## src/rtl/bp_pht_ctrl.sv

```systemverilog
// bp_pht_ctrl: gshare PHT sequencer (init sweep, lookups, queued RMW updates).
// Optional macro GHR_SPEC_EN selects speculative history with mispredict repair.
module bp_pht_ctrl #(
  parameter int         IDX_W    = 10,
  parameter int         Q_DEPTH  = 4,
  parameter logic [2:0] INIT_VAL = 3'b100
) (
  input  logic             clk,
  input  logic             rst,
  input  logic             lk_valid,
  input  logic [IDX_W-1:0] lk_pc_idx,
  output logic             lk_ready,
  output logic [IDX_W-1:0] lk_idx,
  output logic             pred_valid,
  output logic             pred_taken,
  input  logic             res_valid,
  input  logic [IDX_W-1:0] res_idx,
  input  logic             res_taken,
  input  logic             res_mispred,
  input  logic [IDX_W-1:0] res_ghr,
  output logic             res_ready,
  output logic             tbl_en,
  output logic             tbl_we,
  output logic [IDX_W-1:0] tbl_addr,
  output logic [2:0]       tbl_wdata,
  input  logic [2:0]       tbl_rdata,
  output logic [IDX_W-1:0] ghr,
  output logic             busy
);
  localparam int QW = $clog2(Q_DEPTH);
  localparam logic [QW:0] Q_FULL = (QW+1)'(Q_DEPTH);

  typedef enum logic [2:0] {
    S_INIT, S_IDLE, S_UPD_RD, S_UPD_CAP, S_UPD_WR
  } state_t;

  state_t           r_state;
  state_t           w_next;
  logic [IDX_W-1:0] r_ptr;
  logic [IDX_W-1:0] r_ghr;
  logic [IDX_W-1:0] r_q_idx [Q_DEPTH];
  logic             r_q_tkn [Q_DEPTH];
  logic [QW-1:0]    r_wp;
  logic [QW-1:0]    r_rp;
  logic [QW:0]      r_cnt;
  logic [2:0]       r_ctr;
  logic             r_pv;
  logic             w_lk;
  logic             w_push;
  logic             w_pop;
  logic             w_full;
  logic [IDX_W-1:0] w_head;
  logic             w_head_tkn;
  logic [2:0]       w_new;

  assign w_full     = (r_cnt == Q_FULL);
  assign lk_ready   = !rst && (r_state != S_INIT);
  assign w_lk       = lk_valid && lk_ready;
  assign lk_idx     = lk_pc_idx ^ r_ghr;
  assign res_ready  = rst || !w_full;
  assign w_push     = res_valid && !w_full;
  assign w_pop      = (r_state == S_UPD_WR) && !w_lk;
  assign w_head     = r_q_idx[r_rp];
  assign w_head_tkn = r_q_tkn[r_rp];
  assign pred_valid = r_pv;
  assign pred_taken = r_pv & tbl_rdata[2];
  assign ghr        = r_ghr;
  assign busy       = (r_state == S_INIT) || (r_cnt != '0);

  always_comb begin
    w_new = r_ctr;
    if (w_head_tkn) begin
      if (r_ctr != 3'd7) w_new = r_ctr + 3'd1;
    end else begin
      if (r_ctr != 3'd0) w_new = r_ctr - 3'd1;
    end
  end

  always_ff @(posedge clk) begin
    if (rst) r_state <= S_INIT;
    else     r_state <= w_next;
  end

  always_comb begin
    w_next = r_state;
    unique case (r_state)
      S_INIT:    if (r_ptr == '1) w_next = S_IDLE;
      S_IDLE:    if (r_cnt != '0) w_next = S_UPD_RD;
      S_UPD_RD:  if (!w_lk) w_next = S_UPD_CAP;
      S_UPD_CAP: w_next = S_UPD_WR;
      S_UPD_WR:  if (!w_lk) w_next = S_IDLE;
      default:   w_next = S_INIT;
    endcase
  end

  // Lookups always win the single port; update steps stall behind them.
  always_comb begin
    tbl_en    = 1'b0;
    tbl_we    = 1'b0;
    tbl_addr  = lk_idx;
    tbl_wdata = INIT_VAL;
    if (!rst) begin
      if (w_lk) begin
        tbl_en = 1'b1;
      end else begin
        unique case (r_state)
          S_INIT: begin
            tbl_en   = 1'b1;
            tbl_we   = 1'b1;
            tbl_addr = r_ptr;
          end
          S_UPD_RD: begin
            tbl_en   = 1'b1;
            tbl_addr = w_head;
          end
          S_UPD_WR: begin
            tbl_en    = 1'b1;
            tbl_we    = 1'b1;
            tbl_addr  = w_head;
            tbl_wdata = w_new;
          end
          default: ;
        endcase
      end
    end
  end

  always_ff @(posedge clk) begin
    if (w_push) begin
      r_q_idx[r_wp] <= res_idx;
      r_q_tkn[r_wp] <= res_taken;
    end
  end

  always_ff @(posedge clk) begin
    if (rst) begin
      r_ptr <= '0;
      r_wp  <= '0;
      r_rp  <= '0;
      r_cnt <= '0;
      r_pv  <= 1'b0;
      r_ctr <= '0;
    end else begin
      r_pv <= w_lk;
      if (r_state == S_INIT)    r_ptr <= r_ptr + 1'b1;
      if (r_state == S_UPD_CAP) r_ctr <= tbl_rdata;
      if (w_push) r_wp <= r_wp + 1'b1;
      if (w_pop)  r_rp <= r_rp + 1'b1;
      if (w_push && !w_pop)      r_cnt <= r_cnt + 1'b1;
      else if (!w_push && w_pop) r_cnt <= r_cnt - 1'b1;
    end
  end

`ifdef GHR_SPEC_EN
  // Mispredict repair overrides a same-cycle speculative shift.
  always_ff @(posedge clk) begin
    if (rst)
      r_ghr <= '0;
    else if (w_push && res_mispred)
      r_ghr <= {res_ghr[IDX_W-2:0], res_taken};
    else if (r_pv)
      r_ghr <= {r_ghr[IDX_W-2:0], tbl_rdata[2]};
  end
`else
  logic w_unused;
  assign w_unused = ^{res_mispred, res_ghr};

  always_ff @(posedge clk) begin
    if (rst)
      r_ghr <= '0;
    else if (w_push)
      r_ghr <= {r_ghr[IDX_W-2:0], res_taken};
  end
`endif

endmodule

```

## config.mk

```make
export PLATFORM = sky130hd
export DESIGN_NAME = bp_pht_ctrl
export DESIGN_NICKNAME = d
export VERILOG_FILES = /design/src/rtl/bp_pht_ctrl.sv
export SDC_FILE = /design/constraint.sdc
export NUM_CORES = 1
export LEC_CHECK = 0
export CAP_MARGIN = 20
export CORE_MARGIN = 5
export CORE_UTILIZATION = 44
export CTS_CLUSTER_SIZE = 40
export DETAILED_ROUTE_END_ITERATION = 8
export PLACE_DENSITY = 0.71
export SKIP_LAST_GASP = 1
export SYNTH_ARGS = -nofsm -noshare
export SYNTH_HDL_FRONTEND = slang
export SYNTH_SLANG_ARGS = --single-unit
```

## constraint.sdc

```tcl
create_clock -name clk -period 4.1 [get_ports clk]
set_clock_uncertainty 0.05 [all_clocks]
set_input_delay 0.615 -clock clk [delete_from_list [all_inputs] [get_ports clk]]
set_output_delay 0.615 -clock clk [all_outputs]
set_load 0.03 [all_outputs]
```

==> results.md <==
* Max transition margin at 55.5%
* Post-Syn Area at 3610 µm²
* Setup CP Type: in2out
* Largest net degree at the start of global routing at 40
* GR Overflow Total at 0
* Die width at 101 µm
* Resize count post-CTS at 0
* Initial drt markers at 96
* Crit-path cells: clkdlybuf4s50_1 -> maj3_2 -> or3_4 -> a221oi_1 -> a21oi_1 -> clkdlybuf4s50_1
* GRT Util Overall at 15.9%
* Critical path buffers and inverters at 2
* Vias at 2452
* Clk pin slew, worst setup/hold paths at 0.07 ns
* Netlist cell types at 41
* # IOs at 79
* Routability Congestion at 0.797
* Worst Path Required at 3.43 ns
* Pwr dens at 438 nW/µm²
* Crit path max-delay family: buffers and inverters
* R2R Setup Slk at 1.61 ns
* Final cell count without fillers at 477
* CP peak stage delay at 0.60 ns
* Global route hottest layer: met2
* Post-CTS Setup Repair Bufs at 0
* Layout area overhead at 26.6%
* Yosys Warn Count at 0
* Min-Delay Path Class: reg2reg
* IO buf count at 67
* Period utilisation layout at 84.8%
* Die H at 101 µm
* Crit path time final at 3.48 ns
* Top cells by area, synth: edfxtp_1 37%, dfxtp_1 20%, mux4_2 6.9%, xor2_1 4.4%, ha_1 3.5%
* DR pass1 iterations at 6
* CP most frequent cell: clkdlybuf4s50_1
* Cells after Synth at 298
* Drt wl/cell at 16.4 µm
* Vias per cell at 5.14
* Clk_lat worst skew at 0.35 ns
* DIE AREA at 10100 µm²
* Placed cell count at 461
* Initial antenna violation count at 0
* Top-area cell type share of the netlist area at 36.6%
* Num CTS Buffers at 9
* CP Launch Type: primary input
* Avg Inst Size Synth at 12.1 µm²
* Seq/Total Area, Yosys at 56.5%
* Max stage delay cell, worst path: clkdlybuf4s50_1
* Drc violations at 0
* Max-slew violations at 0
* Detail Route Antenna Nets at 0
* Final Hold Vio Count at 0
* Initial Util at 44.6%
* VDD IR max at 262 µV
* Max Clk Rate at 288 MHz
* CTS tree: yes
* First-pass GRT wire length at 12300 µm
* Met1 Usage GRT at 20.0%
* # hold bufs at CTS at 0
* Sink Count at 80
* Core Area at 8090 µm²
* Worst slew pin tran at 0.665 ns
* Max Cap Viol at 0
* Unrepaired setup endpoints after global routing: false
* Crit path max fanout at 13
* Layout cell share with drive strength beyond 1 at 14.2%
* Net Count, Synth at 348
* Post-DP HPWL at 5600 µm
* Outcome: finished clean
* Core Rows at 33
* Total Routed Length at 7810 µm
* GR Util met3 at 5.74%
* Synth Register Bits at 80
* GR met2 Demand/Resource at 26.0%
* Setup TNS at 0 ns
* Fin nets at 417
* Clk buf depth at 2
* Leading area contributor after synthesis: edfxtp_1
* CP Capture Type: output port
* Diode count at 0
* CP arrival at 2.81 ns
* Leakage Power at 1.66 nW
* H-tree levels at 3
* Vias in the first global route at 2397
* Finish-stage setup viols at 0
* Clk root buf: clkbuf_8
-- report_power, final --
| part | switching [mW] | internal [mW] | leakage, nW | total, mW |
|---|---|---|---|---|
| clock | 0.290 | 0.303 | 0.101 | 0.594 |
| combinational | 0.257 | 0.196 | 0.866 | 0.453 |
| sequential | 0.0481 | 0.910 | 0.695 | 0.958 |
-- per-layer routing --
metal | vias to the layer above | wire (µm)
met5 | - | 0
met4 | 0 | 123
met3 | 8 | 282
met2 | 51 | 3950
met1 | 1194 | 3440
li1 | 1199 | -
-- sequential cells by signal, summed over array words and instances, names as in the netlist, named ones only --
| name | count |
|---|---|
| ghr | 10 |
| pred_valid | 1 |
| r_cnt | 3 |
| r_ctr | 3 |
| r_ptr | 10 |
| r_q_idx | 40 |
| r_q_tkn | 4 |
| r_rp | 2 |
| r_state | 3 |
| r_wp | 2 |
-- worst paths after layout --
kind / startpoint / endpoint / cells after the start
worst max register to register: r_cnt[0] / r_cnt[2] / 10
worst min register to register: ghr[9] / ghr[9] / 2
worst max-delay path: lk_valid / tbl_addr[3] / 6
worst min-delay path: ghr[9] / ghr[9] / 2
-- cell usage after synthesis (all sizes together) --
cell type	number
a22oi	1
ha	10
a21oi	17
a22o	9
nand4	2
fa	1
nor2	27
nand3	2
mux2	9
a41oi	1
nor4	2
o211ai	1
nand2b	1
o21bai	1
inv	13
a21bo	1
or3	3
or4	1
clkinv	1
buf	2
a31oi	1
and2	6
nand3b	2
nor3b	2
mux4	11
clkbuf	12
nor3	10
maj3	1
dfxtp	36
mux2i	6
xor2	18
a2111oi	1
nand2	31
a221oi	1
o21ai	2
or4b	1
edfxtp	44
xnor2	8
-- kinds of logic (layout without fill, tap and decap cells) --
kind of cell | after synthesis | in the layout | share of synthesized area (%)
and+or+nand+nor | 90 | 90 | 11.7
DFF | 80 | 80 | 56.5
AOI/OAI and AO/OA | 36 | 36 | 6.62
buffers and inverters | 28 | 102 | 3.15
xor gates and xnor gates | 26 | 26 | 6.31
muxes | 26 | 26 | 11.3
adders and majority gates | 12 | 12 | 4.33
-- worst min-delay path: stages (launching register included) --
cell and delay [ns]:
dfxtp_1 0.34, nand2_1 0.06, a21oi_1 0.06
-- cells in the final DEF, fill, tap and decap left out, types with 6 or more instances in the layout --
master,instances
clkbuf_8,10
inv_1,13
edfxtp_1,44
ha_1,10
nor2_1,27
nor3_1,9
mux2i_1,6
xor2_1,18
a22o_1,9
mux2_2,9
a21oi_1,17
mux4_2,11
and2_1,6
buf_4,14
dfxtp_1,36
clkdlybuf4s50_1,58
xnor2_1,8
nand2_1,31
-- metrics by stage --
step | cell area [µm²] | hold WS, ns | power (mW) | worst slack, ns | utilization, %
after floorplan | 3610 | 0.419 | 1.26 | 1.24 | -
after global placement | 4370 | 0.430 | 1.42 | 0.628 | 54.0
after detailed placement | 4370 | 0.445 | 1.43 | 0.598 | 54.0
after CTS | 4570 | 0.456 | 2.02 | 0.601 | 56.5
after global routing | 4570 | 0.469 | 2.10 | 0.503 | 56.5
final | 4570 | 0.448 | 2.00 | 0.622 | 56.5
-- final cells by class --
cell class / count / area (µm²)
inverter: 14 / 52.6
multi-input combinational: 190 / 1460
timing repair buffer: 72 / 686
fill: 713 / 3520
tap: 105 / 131
clock inverter: 5 / 63.8
sequential: 80 / 2040
clock buffer: 11 / 141
Note: power is estimated with default switching activity, not from simulation.
